--- config.mk ---
export PLATFORM = sky130hd
export DESIGN_NAME = bit_serial_adder
export DESIGN_NICKNAME = d
export VERILOG_FILES = /design/src/rtl/bit_serial_adder.sv
export SDC_FILE = /design/constraint.sdc
export NUM_CORES = 1
export LEC_CHECK = 0
export ABC_AREA = 1
export CAP_MARGIN = 20
export CORE_MARGIN = 2
export CORE_UTILIZATION = 45
export CTS_CLUSTER_DIAMETER = 100
export DETAILED_ROUTE_END_ITERATION = 12
export PLACE_DENSITY_LB_ADDON = 0.15
export SETUP_SLACK_MARGIN = 0.3
export SLEW_MARGIN = 25
export SYNTH_ARGS = -nofsm -noshare
export SYNTH_HDL_FRONTEND = slang
export SYNTH_SLANG_ARGS = --single-unit
--- constraint.sdc ---
create_clock -name i_clk -period 1.66 [get_ports i_clk]
set_input_delay 0.166 -clock i_clk [delete_from_list [all_inputs] [get_ports i_clk]]
set_output_delay 0.166 -clock i_clk [all_outputs]
set_load 0.005 [all_outputs]
--- src/rtl/bit_serial_adder.sv ---
// Bit-serial adder: one full adder used LSB-first, one bit per clock,
// with a start/ready/done handshake and registered parallel result.

module structuralFullAdder (
    input  logic i_a,
    input  logic i_b,
    input  logic i_cin,
    output logic o_sum,
    output logic o_cout
);
    logic w_axb;
    logic w_ab;
    logic w_cxab;

    xor u_x1 (w_axb, i_a, i_b);
    xor u_x2 (o_sum, w_axb, i_cin);
    and u_a1 (w_ab, i_a, i_b);
    and u_a2 (w_cxab, w_axb, i_cin);
    or  u_o1 (o_cout, w_ab, w_cxab);
endmodule

// state | meaning
// IDLE  | waiting for start; ready=1
// RUN   | one operand bit per clock through the full adder; busy=1
// DONE  | result registers updated on entry; done=1 for this one cycle
module bit_serial_adder #(
    parameter int WIDTH = 8
) (
    input  logic             i_clk,
    input  logic             i_reset,
    input  logic             i_start,
    input  logic [WIDTH-1:0] i_a,
    input  logic [WIDTH-1:0] i_b,
    input  logic             i_carryin,
    output logic             o_ready,
    output logic             o_busy,
    output logic             o_done,
    output logic [WIDTH-1:0] o_sum,
    output logic             o_carryout,
    output logic             o_overflow
);
    localparam int CNT_W = (WIDTH > 1) ? $clog2(WIDTH) : 1;
    localparam logic [CNT_W-1:0] CNT_LAST = CNT_W'(WIDTH - 1);

    typedef enum logic [1:0] {
        S_IDLE = 2'd0,
        S_RUN  = 2'd1,
        S_DONE = 2'd2
    } state_t;

    state_t           r_state;
    state_t           w_state_nxt;
    logic [WIDTH-1:0] r_sa;
    logic [WIDTH-1:0] r_sb;
    logic [WIDTH-1:0] r_ps;
    logic             r_cy;
    logic [CNT_W-1:0] r_cnt;
    logic [WIDTH-1:0] r_sum;
    logic             r_carryout;
    logic             r_overflow;

    logic             w_fa_sum;
    logic             w_fa_cout;
    logic             w_accept;
    logic             w_last;
    logic [WIDTH-1:0] w_ps_nxt;

    structuralFullAdder u_fa (
        .i_a    (r_sa[0]),
        .i_b    (r_sb[0]),
        .i_cin  (r_cy),
        .o_sum  (w_fa_sum),
        .o_cout (w_fa_cout)
    );

    assign w_accept = (r_state == S_IDLE) && i_start;
    assign w_last   = (r_state == S_RUN) && (r_cnt == CNT_LAST);
    assign w_ps_nxt = {w_fa_sum, r_ps[WIDTH-1:1]};

    always_ff @(posedge i_clk) begin
        if (i_reset) begin
            r_state <= S_IDLE;
        end else begin
            r_state <= w_state_nxt;
        end
    end

    always_comb begin
        w_state_nxt = r_state;
        case (r_state)
            S_IDLE:  if (i_start) w_state_nxt = S_RUN;
            S_RUN:   if (w_last)  w_state_nxt = S_DONE;
            S_DONE:  w_state_nxt = S_IDLE;
            default: w_state_nxt = S_IDLE;
        endcase
    end

    always_comb begin
        o_ready = (r_state == S_IDLE);
        o_busy  = (r_state == S_RUN);
        o_done  = (r_state == S_DONE);
    end

    // Result registers move only on the last-bit edge, so they stay stable through RUN.
    always_ff @(posedge i_clk) begin
        if (i_reset) begin
            r_sa       <= '0;
            r_sb       <= '0;
            r_ps       <= '0;
            r_cy       <= 1'b0;
            r_cnt      <= '0;
            r_sum      <= '0;
            r_carryout <= 1'b0;
            r_overflow <= 1'b0;
        end else if (w_accept) begin
            r_sa  <= i_a;
            r_sb  <= i_b;
            r_cy  <= i_carryin;
            r_cnt <= '0;
            r_ps  <= '0;
        end else if (r_state == S_RUN) begin
            r_sa <= r_sa >> 1;
            r_sb <= r_sb >> 1;
            r_ps <= w_ps_nxt;
            r_cy <= w_fa_cout;
            if (w_last) begin
                r_sum      <= w_ps_nxt;
                r_carryout <= w_fa_cout;
                r_overflow <= r_cy ^ w_fa_cout;
            end else begin
                r_cnt <= r_cnt + 1'b1;
            end
        end
    end

    assign o_sum      = r_sum;
    assign o_carryout = r_carryout;
    assign o_overflow = r_overflow;
endmodule
; ---- Word-level counts from Yosys, hierarchy flattened
; Cells that the tools add are included.
[classes]
n_addsub = 1
n_eq_ne = 5
mux = 9
n_bitwise = 8
reduce_logical = 8
[ops]
columns = op, n
row1 = 2-to-1 mux 8 bit, 4
row2 = 2-to-1 mux 2 bit, 2
row3 = one-hot mux 2 bit (2 select lines), 1
row4 = AND reduction 2 bit, 2
row5 = "adder 3 x 1 -> 3 bit, second input constant", 1
row6 = "== test 3 bit, second input constant", 1
row7 = AND reduction 3 bit, 1
row8 = bitwise XOR 1 bit, 3
row9 = AND 1 bit, 2
row10 = "== test 2 x 1 -> 1 bit, second input constant", 1
row11 = "== test 2 bit, second input constant", 1
row12 = logical AND 1 bit, 2
row13 = zero test 2 bit, 1
row14 = 2-to-1 mux 1 bit, 2
row15 = "inequality test 2 x 1 -> 1 bit, second input constant", 1
row16 = "inequality test 2 bit, second input constant", 1
row17 = inverter 1 bit, 2
row18 = nonzero test 2 bit, 1
row19 = OR reduction 2 bit, 1
row20 = bitwise OR 1 bit, 1
[totals]
regBits = 40
input_bits = 20
output_inout_bits = 13
wordCells = 40

; ---- Depth between registers and ports, before layout
; Gate-level depths: netlist of run 1.
[logic_depth]
depth_word = 5
mapped_depth = 8
ltp_nobuf = 8

; ---- Cells and area by module
; Synthesis of run 1 repeated with hierarchy kept, for this count alone.
[hier_totals]
cells_unflattened = 246
hier_area_um2 = 1762.9
[by_module_without_submodules]
columns = mod, n_inst, cells_each, area_each_um2, seq_area_each_um2
row1 = bit_serial_adder, 1, 245, 1742.9, 780.7
row2 = structuralFullAdder, 1, 1, 20.0, 0.0

; ---- Least setup slack after synthesis of run 1
; Ideal clock, no wire load.
[synth_timing]
path_kind = reg-to-reg
from = register r_cy
to = register r_overflow, in the netlist o_overflow
setup_ps = 116
t_arrival_ps = 1091
required_time_ps = 1544
setup_slack_ps = 453
path_stages_with_launch = 5
path_buffers = 0
period_less_slack_ps = 1207
path_cell_list = dfxtp_1 fa_1 xor2_1 nor2_1 nor2_1
[synth_between]
elab_chain_len = 3
[synth_rtl]
columns = item, line
row1 = start: declaration, 56  ; logic r_cy;
row2 = start signal: assignment, 118  ; r_cy <= i_carryin;
row3 = start signal: assignment, 125  ; r_cy <= w_fa_cout;
row4 = AND 1 bit, 18  ; and u_a2 (w_cxab, w_axb, i_cin);
row5 = bitwise OR 1 bit, 19  ; or u_o1 (o_cout, w_ab, w_cxab);
row6 = named net u_fa.o_cout, 9  ; output logic o_cout
row7 = bitwise XOR 1 bit, 129  ; r_overflow <= r_cy ^ w_fa_cout;
row8 = end signal: assignment, 129
row9 = end: declaration, 60  ; logic r_overflow;
; The timed path passes the listed nets, and every way through them passes these cells.
; A chain may end at the register's enable or synchronous reset.

; ---- Final worst setup path of run 1
[layout_timing]
from = register r_state[0]
to = register r_sa[3]
[layout_between]
elab_chain_len = 3
elab_cells_between_ends = 5
classes_between = eq/ne (1) / mux (1) / reduce/logical (3)
[layout_rtl]
columns = item, line
row1 = start: declaration, 51  ; state_t r_state;
row2 = start signal: assignment, 84  ; r_state <= w_state_nxt;
row3 = zero test 2 bit, 76  ; assign w_accept = (r_state == S_IDLE) && i_start;
row4 = logical AND 1 bit, 76
row5 = 2-to-1 mux 8 bit or nonzero test 2 bit (tied branches), n/a
row6 = end signal: assignment, 116  ; r_sa <= i_a;
row7 = end signal: assignment, 122  ; r_sa <= r_sa >> 1;
row8 = end: declaration, 53  ; logic [WIDTH-1:0] r_sa;
; Several ways; a longest one is shown, not always the timed one.

==> metrics.yaml, run 1 <==
peakVddDrop_mv: 0.5911
syn-mean-instance-area_sq_um: 7.166
status: "finished clean"
grt_max_degree: 19
combPwrFrac_pct: 13.3
switching_power_uw: 509.9
dieArea_sq_um: 4434
grtUsageMet1_pct: 24.48
fmax_mhz: 765.1
p_int_mw: 1.544
routed_wl_microns: 3773
fillers: 373
met3_usage_pct: 5.743
instances_no_fill: 335
syn_to_final_growth_pct: 32.22
die_y_microns: 66.59
required_ns: 1.89
syn_area_sq_um: 1763
hpwlAfterDp_microns: 2556
ys.warnings.count: 0
clkSinkCount: 39
ios: 33
min_period_over_period_pct: 78.73
design.core.area_sq_um: 3716
rsz0062_at_grt: "yes"
cp-end-kind: "flip-flop"
final_nets: 309
cp-start-kind: "flip-flop"
crit_type: "reg2reg"
core.rowCount: 22
postCtsHoldBufs: 0
powerDensity_nw_per_um2: 880.9
clkLatencyLatePin_ns: 0.29
setup_viol: 0
port_buffers: 32
hold_path.class: "in2reg"
reg2reg_setup_slack_ns: 0.35
drc_errors: 0
wl_per_cell_microns: 11.26
ant_nets: 0
dpl-instance-area_sq_um: 2135
synth-seq-cells: 39
synth_fp_nets: 269
ctsLongestPathBuffers: 2
tightest_slew_ns: 0.4557
cts_buffers: 5
skew_ns: 0.004487
gp_congestion: 0.7668
drv_slew: 0
p_leak_nw: 1.053
grt_pass1_wl_microns: 6320
tns_ns: 0
syn_inst: 246
multiInputGateArea_sq_um: 854.6
period_minus_slack_ns: 1.307
diodes: 0
start_util_pct: 47.44
power_frac_clock_pct: 38.3
synth_cell_types: 20
grt_usage_pct: 18.93
seq_area_sq_um: 790.8
top_usage_layer: "met2"
grt_pass1_vias: 1428
slew_headroom_pct: 69.59
ys_seq_area_share_pct: 44.29
met2_usage_pct: 29.63
drt_iter0_drc: 97
clock-root-buffer: "clkbuf_8"
die_x_microns: 66.59
maxCapViolCount: 0
grt-ovfl-total: 0
hold_violations: 0
via_per_inst: 4.800
drt_pass1_iterations: 4
crit_fanout: 10
antenna_found_initial: 0
htreeDepth: 2
drive_gt1_share_pct: 16.03
dp.cells: 323
clk_pin_slew_ns: 0.07
vias: 1608
arrival_ns: 1.54
pwr-share-seq_pct: 48.4
cts_tree: "built"
switching_share_pct: 24.83
fin_area_sq_um: 2331
[final timing paths]
| check | startpoint | to | cells after the start |
|---|---|---|---|
| max reg2reg | r_state[0] | r_sa[3] | 6 |
| min | i_a[7] | r_sa[7] | 3 |
| min reg2reg | r_ps[3] | o_sum[2] | 2 |
| max | r_state[0] | r_sa[3] | 6 |
[logic make-up after synthesis]
family	Yosys count	synth area share, %
xor+xnor	1	0.4969
flops	39	44.29
compound gates	27	9.582
simple gates	141	33.85
fa+ha+maj	3	2.555
buf+inv	35	9.225
[per-layer routing]
| metal | wire length, microns | up-vias | part of all wire [%] |
|---|---|---|---|
| met5 | 0 | - | 0 |
| met4 | 51 | 0 | 1.4 |
| met3 | 179 | 7 | 4.7 |
| met2 | 1733 | 32 | 46 |
| met1 | 1809 | 717 | 48 |
| li1 | - | 852 | - |
[cells in the final DEF (no fill, tap or decap), types with 3 or more instances in the layout]
master | synthesis | routed
a21oi_1 | 18 | 18
inv_1 | 20 | 19
a21oi_2 | 6 | 6
nand3_1 | 34 | 34
nand2_4 | 0 | 3
clkbuf_8 | 0 | 5
nand2_1 | 87 | 86
dlygate4sd2_1 | 0 | 3
nor2_1 | 14 | 13
buf_4 | 2 | 10
dfxtp_1 | 39 | 35
clkdlybuf4s50_1 | 0 | 29
[through the flow]
stage               setup WS [ns]  total power [mW]  hold slack (ns)  util (%)
floorplan                  0.4531             1.186           0.3087         -
CTS                        0.3407             2.069           0.4234     61.04
global placement           0.2358             1.280           0.4512     57.44
global route               0.2939             2.155           0.4476     62.73
finish                     0.3531             2.053           0.4235     62.73
detailed placement         0.1728             1.282           0.4560     57.44
[power by group through the flow]
stage               registers (mW)  logic, mW  clock network (mW)
floorplan                     1.01      0.177                   0
global placement              1.02      0.263                   0
detailed placement            1.02      0.264                   0
CTS                          0.993      0.269               0.807
global route                 0.998      0.306               0.852
finish                       0.994      0.274               0.786
[cell usage after synthesis (all sizes together)]
| cell | number | share of area, % |
|---|---|---|
| dfxtp | 39 | 44 |
| fa | 1 | 1.1 |
| ha | 2 | 1.4 |
| nor2 | 17 | 4.6 |
| nand3 | 34 | 9.7 |
| xor2 | 1 | 0.50 |
| nand2 | 90 | 20 |
| inv | 23 | 4.9 |
| buf | 12 | 4.3 |
| o21ai | 3 | 1.5 |
| a21oi | 24 | 8.1 |
[critical path: stages, from the launching register on]
cell and delay (ns):
dfxtp_4 0.37, buf_4 0.14, buf_4 0.17, o21ai_4 0.16
buf_4 0.19, nand2_1 0.08, a21oi_2 0.13
[what timing repair did]
item | CTS | global route
pin swaps | 0 | 2
setup endpoints to repair | 13 | 16
gates cloned | 0 | 1
resized for setup | 8 | 14
setup buffers | 2 | 1
[area by class of cell]
class	count	share of cell area (%)
inverter	23	3.918
tap	48	2.576
timing repair buffer	44	17.77
sequential	39	33.92
clock buffer	5	2.952
clock inverter	3	1.879
timing repair inverter	1	0.3221
multi-input combinational	172	36.66
[state kept, by name, summed over array words and instances (netlist names)]
signal,count
r_sa,8
r_cy,1
o_sum,8
o_carryout,1
r_sb,8
r_ps,7
r_cnt,3
o_overflow,1
r_state,2
Power figures use the tool's default switching activity.
==> inputs of run 2 (changes only) <==
- clock period: 1.66 -> 1.1 ns (I/O delays scaled with it)
==> metrics.yaml, run 2 (synthesis results as in run 1) <==
status: "finished with violations"  # was finished clean
violations: "setup timing"
crit_fanout: 5  # was 10
min_period_over_period_pct: 115.8  # was 78.73%
drive_gt1_share_pct: 49.19  # was 16.03%
htreeDepth: 2  # unchanged
cts_tree: "built"  # unchanged
p_leak_nw: 1.261  # was 1.053 nW
gp_congestion: 0.7650  # was 0.7668
design.core.area_sq_um: 3716  # unchanged
hold_violations: 0  # unchanged
dieArea_sq_um: 4434  # unchanged
clkSinkCount: 39  # unchanged
drc_errors: 0  # unchanged
postCtsHoldBufs: 0  # unchanged
final_nets: 331  # was 309
cp-start-kind: "flip-flop"  # unchanged
layout_common_cells: "nand2_1, nand3_1, nand2_2"  # was nand2_1, dfxtp_1, nand3_1
routed_wl_microns: 4888  # was 3773 microns
ios: 33  # unchanged
syn_to_final_growth_pct: 60.68  # was 32.22%
grt_pass1_wl_microns: 6851  # was 6320 microns
drt_iter0_drc: 110  # was 97
rsz0062_at_grt: "yes"  # unchanged
port_buffers: 32  # unchanged
maxCapViolCount: 0  # unchanged
dpl-instance-area_sq_um: 2325  # was 2135 sq um
postLayoutCoreUtil_pct: 76.23  # was 62.73%
grt-ovfl-total: 0  # unchanged
crit_type: "reg2reg"  # unchanged
hold_start: "i_a[7]"  # unchanged
start_util_pct: 47.44  # unchanged
antenna_found_initial: 0  # unchanged
required_ns: 1.34  # was 1.89 ns
via_per_inst: 5.053  # was 4.800
setup_viol: 42  # was 0
vias: 1804  # was 1,608
arrival_ns: 1.51  # was 1.54 ns
grt_max_degree: 19  # unchanged
grt_pass1_vias: 1551  # was 1,428
skew_ns: 0.008221  # was 0.004487 ns
fmax_mhz: 785.0  # was 765.1 MHz
clock-root-buffer: "clkbuf_8"  # unchanged
layout_commonest_cell: "nand2_1"  # unchanged
fin_area_sq_um: 2833  # was 2331 sq um
drv_slew: 0  # unchanged
period_minus_slack_ns: 1.274  # was 1.307 ns
powerDensity_nw_per_um2: 1273  # was 880.9 nW/um^2
hold_path.class: "in2reg"  # unchanged
ctsLongestPathBuffers: 2  # unchanged
tightest_slew_ns: 0.4066  # was 0.4557 ns
die_y_microns: 66.59  # unchanged
grt_usage_pct: 20.58  # was 18.93%
hpwlAfterDp_microns: 2784  # was 2556 microns
postLayoutSetupSlackWorst_ns: -0.1739  # was 0.3531 ns
clkLatencyLatePin_ns: 0.30  # was 0.29 ns
clk_pin_slew_ns: 0.08  # was 0.07 ns
wl_per_cell_microns: 13.69  # was 11.26 microns
cts_buffers: 5  # unchanged
ant_nets: 0  # unchanged
die_x_microns: 66.59  # unchanged
startpoint: "r_state[0]"  # unchanged
r2r-start: "r_state[0]"  # unchanged
drt_pass1_iterations: 4  # unchanged
core.rowCount: 22  # unchanged
slew_headroom_pct: 72.87  # was 69.59%
diodes: 0  # unchanged
peakVddDrop_mv: 0.8048  # was 0.5911 mV
cp-end-kind: "flip-flop"  # unchanged
-- run 2: changes by cell type in the layout (fill, tap and decap cells not counted), moves of 4 or more --
cell,before,now
nand2_2,1,28
clkdlybuf4s50_1,29,19
buf_6,2,15
dfxtp_2,2,13
dfxtp_1,35,24
nand2_4,3,11
inv_2,2,6
buf_2,0,9
inv_1,19,13
a21oi_2,6,18
a21oi_1,18,6
nand2_1,86,50
buf_4,10,18
-- run 2: cell type report --
cell class / instances / area [sq um]
Inverter: 23 / 96.34
Clock inverter: 3 / 67.56
Sequential cell: 39 / 804.5
Clock buffer: 5 / 68.82
Tap cell: 48 / 60.06
Timing Repair inverter: 1 / 7.507
Fill cell: 262 / 883.3
Timing Repair Buffer: 65 / 624.3
Multi-Input combinational cell: 173 / 1104
-- run 2: worst max-delay path, cell delays in order (launching register included) --
cell and delay (ns):
dfxtp_4 0.37, buf_6 0.12, buf_6 0.11, o21ai_4 0.20, buf_6 0.17, nand2_2 0.05
inv_2 0.05, nor2_1 0.05, nor2_1 0.09
-- run 2: report_power, final --
| part | leakage [nW] | internal, mW | switching [mW] | total, mW |
|---|---|---|---|---|
| Sequential | 0.326 | 1.46 | 0.0512 | 1.52 |
| Combinational | 0.871 | 0.323 | 0.333 | 0.656 |
| Clock | 0.0644 | 0.904 | 0.531 | 1.44 |
| Total | 1.26 | 2.69 | 0.915 | 3.61 |
-- run 2: worst paths after layout --
kind | to | slack, ns | depth (start not counted)
worst max-delay path | r_cy | -0.17 | 8
worst min-delay path | r_sa[7] | 0.37 | 3
worst max register to register | r_cy | -0.17 | 8
worst min register to register | o_sum[3] | 0.46 | 2
-- run 2: metrics by stage --
step / setup WS (ns) / hold slack [ns] / instances / total power [mW] / TNS, ns
finish: -0.1739 / 0.3700 / 357 / 3.607 / -3.854
CTS: -0.09012 / 0.3707 / 351 / 3.463 / -2.197
detailed placement: -0.2598 / 0.4537 / 335 / 1.992 / -6.880
global route: -0.2140 / 0.3930 / 357 / 3.738 / -5.682
floorplan: 0.02193 / 0.2572 / 246 / 1.814 / 0
global placement: -0.2108 / 0.4493 / 335 / 1.986 / -5.923
-- run 2: what timing repair did --
action                                  CTS  global route
pin swaps                                 8            17
endpoints found under the setup margin   52            52
cloned                                    2             2
resized for setup                        91            63
setup buffers                             6             4
-- run 2: layer usage --
layer	share of wire, %	up-vias	track usage (%)
met5	0	-	0
li1	-	903	-
met1	44	854	26.65
met4	0.49	0	7.143
met2	49	45	32.25
met3	6.0	2	6.419
==> inputs of run 3 (changes only) <==
- CORE_MARGIN: 2 -> 10
- PLACE_DENSITY: not set -> 0.74
- PLACE_DENSITY_LB_ADDON: 0.15 -> not set
==> metrics.yaml, run 3 (synthesis results as in run 1) <==
status: "finished with violations"  # unchanged
violations: "setup timing"  # unchanged
crit_end: "r_state[1]"  # was r_cy
ctsLongestPathBuffers: 2  # unchanged
die_y_microns: 82.59  # was 66.59 microns
crit_fanout: 4  # was 5
hold_violations: 0  # unchanged
setup_viol: 38  # was 42
drt_iter0_drc: 88  # was 110
p_leak_nw: 1.220  # was 1.261 nW
dieArea_sq_um: 6821  # was 4434 sq um
clk_pin_slew_ns: 0.08  # about the same
design.core.area_sq_um: 3716  # unchanged
tightest_slew_ns: 0.3679  # was 0.4066 ns
layout_common_cells: "nand2_1, nand3_1, dfxtp_1"  # was nand2_1, nand3_1, nand2_2
crit_type: "reg2reg"  # unchanged
clkLatencyLatePin_ns: 0.30  # about the same
ios: 33  # unchanged
arrival_ns: 1.45  # was 1.51 ns
crit_cells: 7  # was 8
start_util_pct: 47.44  # unchanged
final_nets: 328  # was 331
diodes: 0  # unchanged
postLayoutCoreUtil_pct: 73.40  # was 76.23%
grt_pass1_wl_microns: 7707  # was 6851 microns
antenna_found_initial: 0  # unchanged
htreeDepth: 2  # unchanged
routed_wl_microns: 4687  # was 4888 microns
peakVddDrop_mv: 0.6197  # was 0.8048 mV
timing.hold.ws_ns: 0.3732  # was 0.3700 ns
layout_commonest_cell: "nand2_1"  # unchanged
wl_met2_microns: 2300  # was 2396 microns
slew_headroom_pct: 75.39  # was 72.87%
cpMaxStageDelayCell: "dfxtp_4"  # unchanged
postLayoutSetupSlackWorst_ns: -0.1522  # was -0.1739 ns
reg2reg_setup_slack_ns: -0.15  # was -0.17 ns
via_per_inst: 4.969  # was 5.053
crit_family: "buffers and inverters"  # unchanged
gp_congestion: 0.7999  # was 0.7650
cp-start-kind: "flip-flop"  # unchanged
routed.top_layer: "met4"  # unchanged
ant_nets: 0  # unchanged
vias: 1759  # was 1,804
r2r-start: "r_state[0]"  # unchanged
min_period_over_period_pct: 113.8  # was 115.8%
grt_usage_pct: 14.37  # was 20.58%
fin_area_sq_um: 2728  # was 2833 sq um
syn_to_final_growth_pct: 54.72  # was 60.68%
max_stage_delay_ns: 0.36  # was 0.37 ns
grt-ovfl-total: 0  # unchanged
clock-root-buffer: "clkbuf_8"  # unchanged
path_buf_inv: 4  # unchanged
core.rowCount: 22  # unchanged
required_ns: 1.30  # was 1.34 ns
skew_ns: 0.006817  # was 0.008221 ns
crit_path_cell_trace: "buf_6 > buf_6 > nand2_4 > nor2_4 > nand2_4 > clkinvlp_4 > buf_4"  # was buf_6 > buf_6 > o21ai_4 > buf_6 > nand2_2 > inv_2 > nor2_1 > nor2_1
drive_gt1_share_pct: 42.48  # was 49.19%
die_x_microns: 82.59  # was 66.59 microns
hpwlAfterDp_microns: 2934  # was 2784 microns
port_buffers: 32  # unchanged
drt_pass1_iterations: 4  # unchanged
rr_worst_depth: 7  # was 8
route.met3.wl_microns: 269  # was 295 microns
rsz0062_at_grt: "yes"  # unchanged
fmax_mhz: 798.6  # was 785.0 MHz
hold_path.class: "in2reg"  # unchanged
powerDensity_nw_per_um2: 1221  # was 1273 nW/um^2
m1WireLength_microns: 1992  # was 2172 microns
period_minus_slack_ns: 1.252  # was 1.274 ns
startpoint: "r_state[0]"  # unchanged
maxCapViolCount: 0  # unchanged
dpl-instance-area_sq_um: 2297  # was 2325 sq um
drc_errors: 0  # unchanged
cts_buffers: 5  # unchanged
fillers: 256  # was 262
grt_pass1_vias: 1710  # was 1,551
drv_slew: 0  # unchanged
grt_max_degree: 19  # unchanged
clkSinkCount: 39  # unchanged
cp-end-kind: "flip-flop"  # unchanged
cts_tree: "built"  # unchanged
power_mw: 3.331  # was 3.607 mW
r2r-end: "r_state[1]"  # was r_cy
wl_per_cell_microns: 13.24  # was 13.69 microns
==> run 3: worst reg2reg max path, delay by kind of cell (launching register included) <==
family	cells	cell delay (ns)
AND/OR/NAND/NOR	3	0.24
flip-flops	1	0.36
buffers and inverters	4	0.56
==> run 3: worst min path at each step <==
stage / slack (ns) / start / to / depth (start not counted)
2_1_floorplan: 0.26 / i_a[7] / r_sa[7] / 2
3_3_place_gp: 0.45 / r_sa[5] / r_sa[5] / 2
3_5_place_dp: 0.45 / r_ps[2] / o_sum[1] / 2
4_1_cts: 0.38 / i_a[7] / r_sa[7] / 3
5_1_grt: 0.38 / i_a[7] / r_sa[7] / 3
6_report: 0.37 / i_a[7] / r_sa[7] / 3
==> run 3: area by class of cell <==
class | instances | area (sq um) | share of cell area (%)
multi-input combinational | 173 | 1030 | 37.75
sequential | 39 | 805.8 | 29.54
timing repair buffer | 62 | 608.1 | 22.29
inverter | 23 | 98.84 | 3.624
clock buffer | 6 | 82.58 | 3.028
tap | 48 | 60.06 | 2.202
clock inverter | 2 | 35.03 | 1.284
timing repair inverter | 1 | 7.507 | 0.2752
==> run 3: power breakdown <==
part	leakage [nW]	total, mW	switching [mW]	internal, mW
clock network	0.0612	1.25	0.516	0.734
logic	0.833	0.576	0.296	0.280
registers	0.326	1.51	0.0408	1.47
total	1.22	3.33	0.852	2.48
==> run 3: through the flow <==
| step | setup TNS (ns) | instances | worst slack, ns |
|---|---|---|---|
| 3_5_place_dp | -8.059 | 333 | -0.2594 |
| 4_1_cts | -2.293 | 349 | -0.1039 |
| 2_1_floorplan | 0 | 246 | 0.02193 |
| 6_report | -2.780 | 354 | -0.1522 |
| 3_3_place_gp | -7.473 | 333 | -0.2325 |
| 5_1_grt | -5.601 | 354 | -0.2224 |
==> run 3: layer usage <==
| layer | vias up | GRT usage, % |
|---|---|---|
| li1 | 896 | - |
| met1 | 803 | 16.48 |
| met2 | 45 | 24.18 |
| met3 | 15 | 4.968 |
| met4 | 0 | 5.351 |
| met5 | - | 0 |
==> run 3: what timing repair did <==
| item | CTS | global route |
|---|---|---|
| setup endpoints to repair | 52 | 52 |
| hold buffers | 0 | 0 |
| setup buffers | 6 | 4 |
| gates resized for setup | 104 | 37 |
| pin swaps | 18 | 5 |
| gates cloned | 2 | 1 |
==> edit: new RTL, config.mk and constraints of run 1 <==
The 3 states of `state_t` get a one-hot encoding in 3 bits.
--- a/src/rtl/bit_serial_adder.sv
+++ b/src/rtl/bit_serial_adder.sv
@@ -43,8 +43,8 @@
     localparam logic [CNT_W-1:0] CNT_LAST = CNT_W'(WIDTH - 1);
 
-    typedef enum logic [1:0] {
-        S_IDLE = 2'd0,
-        S_RUN  = 2'd1,
-        S_DONE = 2'd2
+    typedef enum logic [2:0] {
+        S_IDLE = 3'b001,
+        S_RUN  = 3'b010,
+        S_DONE = 3'b100
     } state_t;
 
Function: same outputs for any inputs over 10 cycles, from zero or initial values and one cycle with i_reset high; not proved beyond that.
==> edit against run 1 <==
Global-route usage barely moved. Sequential cell count up 1. Wire length increased by 6.3%. Area after synthesis increased by 0.57%. Via count grew 5.5%. Cell count is 3.0% higher. Clock power is 6.9% higher. Power rose by 3.5%. First-iteration DRC count unchanged. Setup slack worse by 4.0 ps. Final area up 3.3%. Die area increased by 0.54%. Largest power group unchanged.
==> edit: results (changes against run 1) <==
[clock_tree]
clock-sinks=40  ; +2.6%

[layout]
clkCellAreaFrac_pct=5.04  ; +0.21 points
diodes=0  ; unchanged
nFillCells=341  ; -8.6%
multi_input_area_um2=845  ; -1.2%
nets=319  ; +3.2%
drive_above_1_share_pct=14.8  ; -1.2 points
bufAreaShareNonClock_pct=19.7  ; +1.9 points
buffers=50  ; +14%
inverters=25  ; +4.2%
multi_input_cells=174  ; +1.2%
clkbuf_count=6  ; +1
sh_seq_area_pct=33.6  ; -0.35 points
syn_to_final_growth_pct=35.8

[power]
internal_power_mw=1.61  ; +4.4%
clock_power_share_pct=39.6  ; +1.3 points
p_seq_share_pct=48.0  ; -0.4 points
power.leakage_nw=1.04  ; -1.1%
ir_drop_uv=778  ; +32%

[placed_design]
gp_congestion=0.796  ; +3.8%
dp.cells=329  ; +1.9%
place_area_mm2=0.00217  ; +1.6%
pre_cts_ws_ps=241  ; +68.3 ps
hpwl_mm=2.58  ; +0.86%

[routing]
dr_total_vias=1696  ; +5.5%
wirelength_mm=4.01  ; +6.3%
wl_met2_mm=1.89  ; +9.2%
wl_met1_mm=1.90  ; +4.8%
drtIter0Drc=97  ; unchanged
vias_per_cell=4.92  ; +2.4%
wl_met3_um=189  ; +5.6%

[global_routing]
use_met1_pct=25.3  ; +0.81 points
grtUsageMet3_pct=5.57  ; -0.17 points
grt_start_max_net_pins=21  ; +2
grt_usage_pct=19.0  ; +0.047 points
antenna_found_initial=0  ; unchanged
use_met2_pct=29.8  ; +0.12 points
grt_pass1_wl_mm=6.47  ; +2.3%

[worst_setup_path]
startpoint=r_state[0]$_SDFFE_PP1P_
r2r_setup_slack_ps=350
cp_max_fo=5  ; -5

[outcome]
run_status=finished, final reports clean

[synthesis]
syn_inst=252  ; +2.4%
async_reset_ff_share_pct=0  ; unchanged
syn_nets=275  ; +2.2%
synth_cell_types=22  ; +10%
seq_area_frac_synth_pct=45.2  ; +0.88 points
synth_common_cells=60 x nand2_1, 40 x dfxtp_1, 40 x nor2_1
synth.area.top_cells=dfxtp_1 45%, nand2_1 13%, nor2_1 8.5%, a21oi_1 6.2%, nand4_1 5.6%

[sta]
tightest_slew_ps=390  ; -65.5 ps
fmaxAchievable_mhz=763  ; -0.30%
clock_skew_ps=7.49  ; +3.00 ps

[hold_path]
worstHoldStart=i_b[7]

[edit: tightest hold or removal path, delay by kind of cell]
kind	cells	cell delay (ps)
buf+inv	1	390
compound gates	1	50
simple gates	1	60
[edit: cells by family (layout without fill, tap and decap cells)]
kind of cell | count (synthesis) | after routing | synth area share [%]
simple gates | 139 | 139 | 34.4
buf+inv | 38 | 83 | 8.61
fa+ha+maj | 3 | 3 | 2.54
flops | 40 | 40 | 45.2
xor+xnor | 1 | 1 | 0.494
compound gates | 31 | 31 | 8.75
[edit: path summary, 6_finish.rpt]
check,to,cells past startpoint
max reg2reg,o_sum[1]$_SDFFE_PP0P_,7
min,r_sb[7]$_SDFFE_PP0P_,3
min reg2reg,o_overflow$_SDFFE_PP0P_,2
max,o_sum[1]$_SDFFE_PP0P_,7
[edit: timing repair]
item,in CTS,in global routing
hold buffers,0,0
resized for setup,10,18
gates cloned,0,1
pin swaps,1,2
setup buffers,1,6
endpoints found under the setup margin,13,41
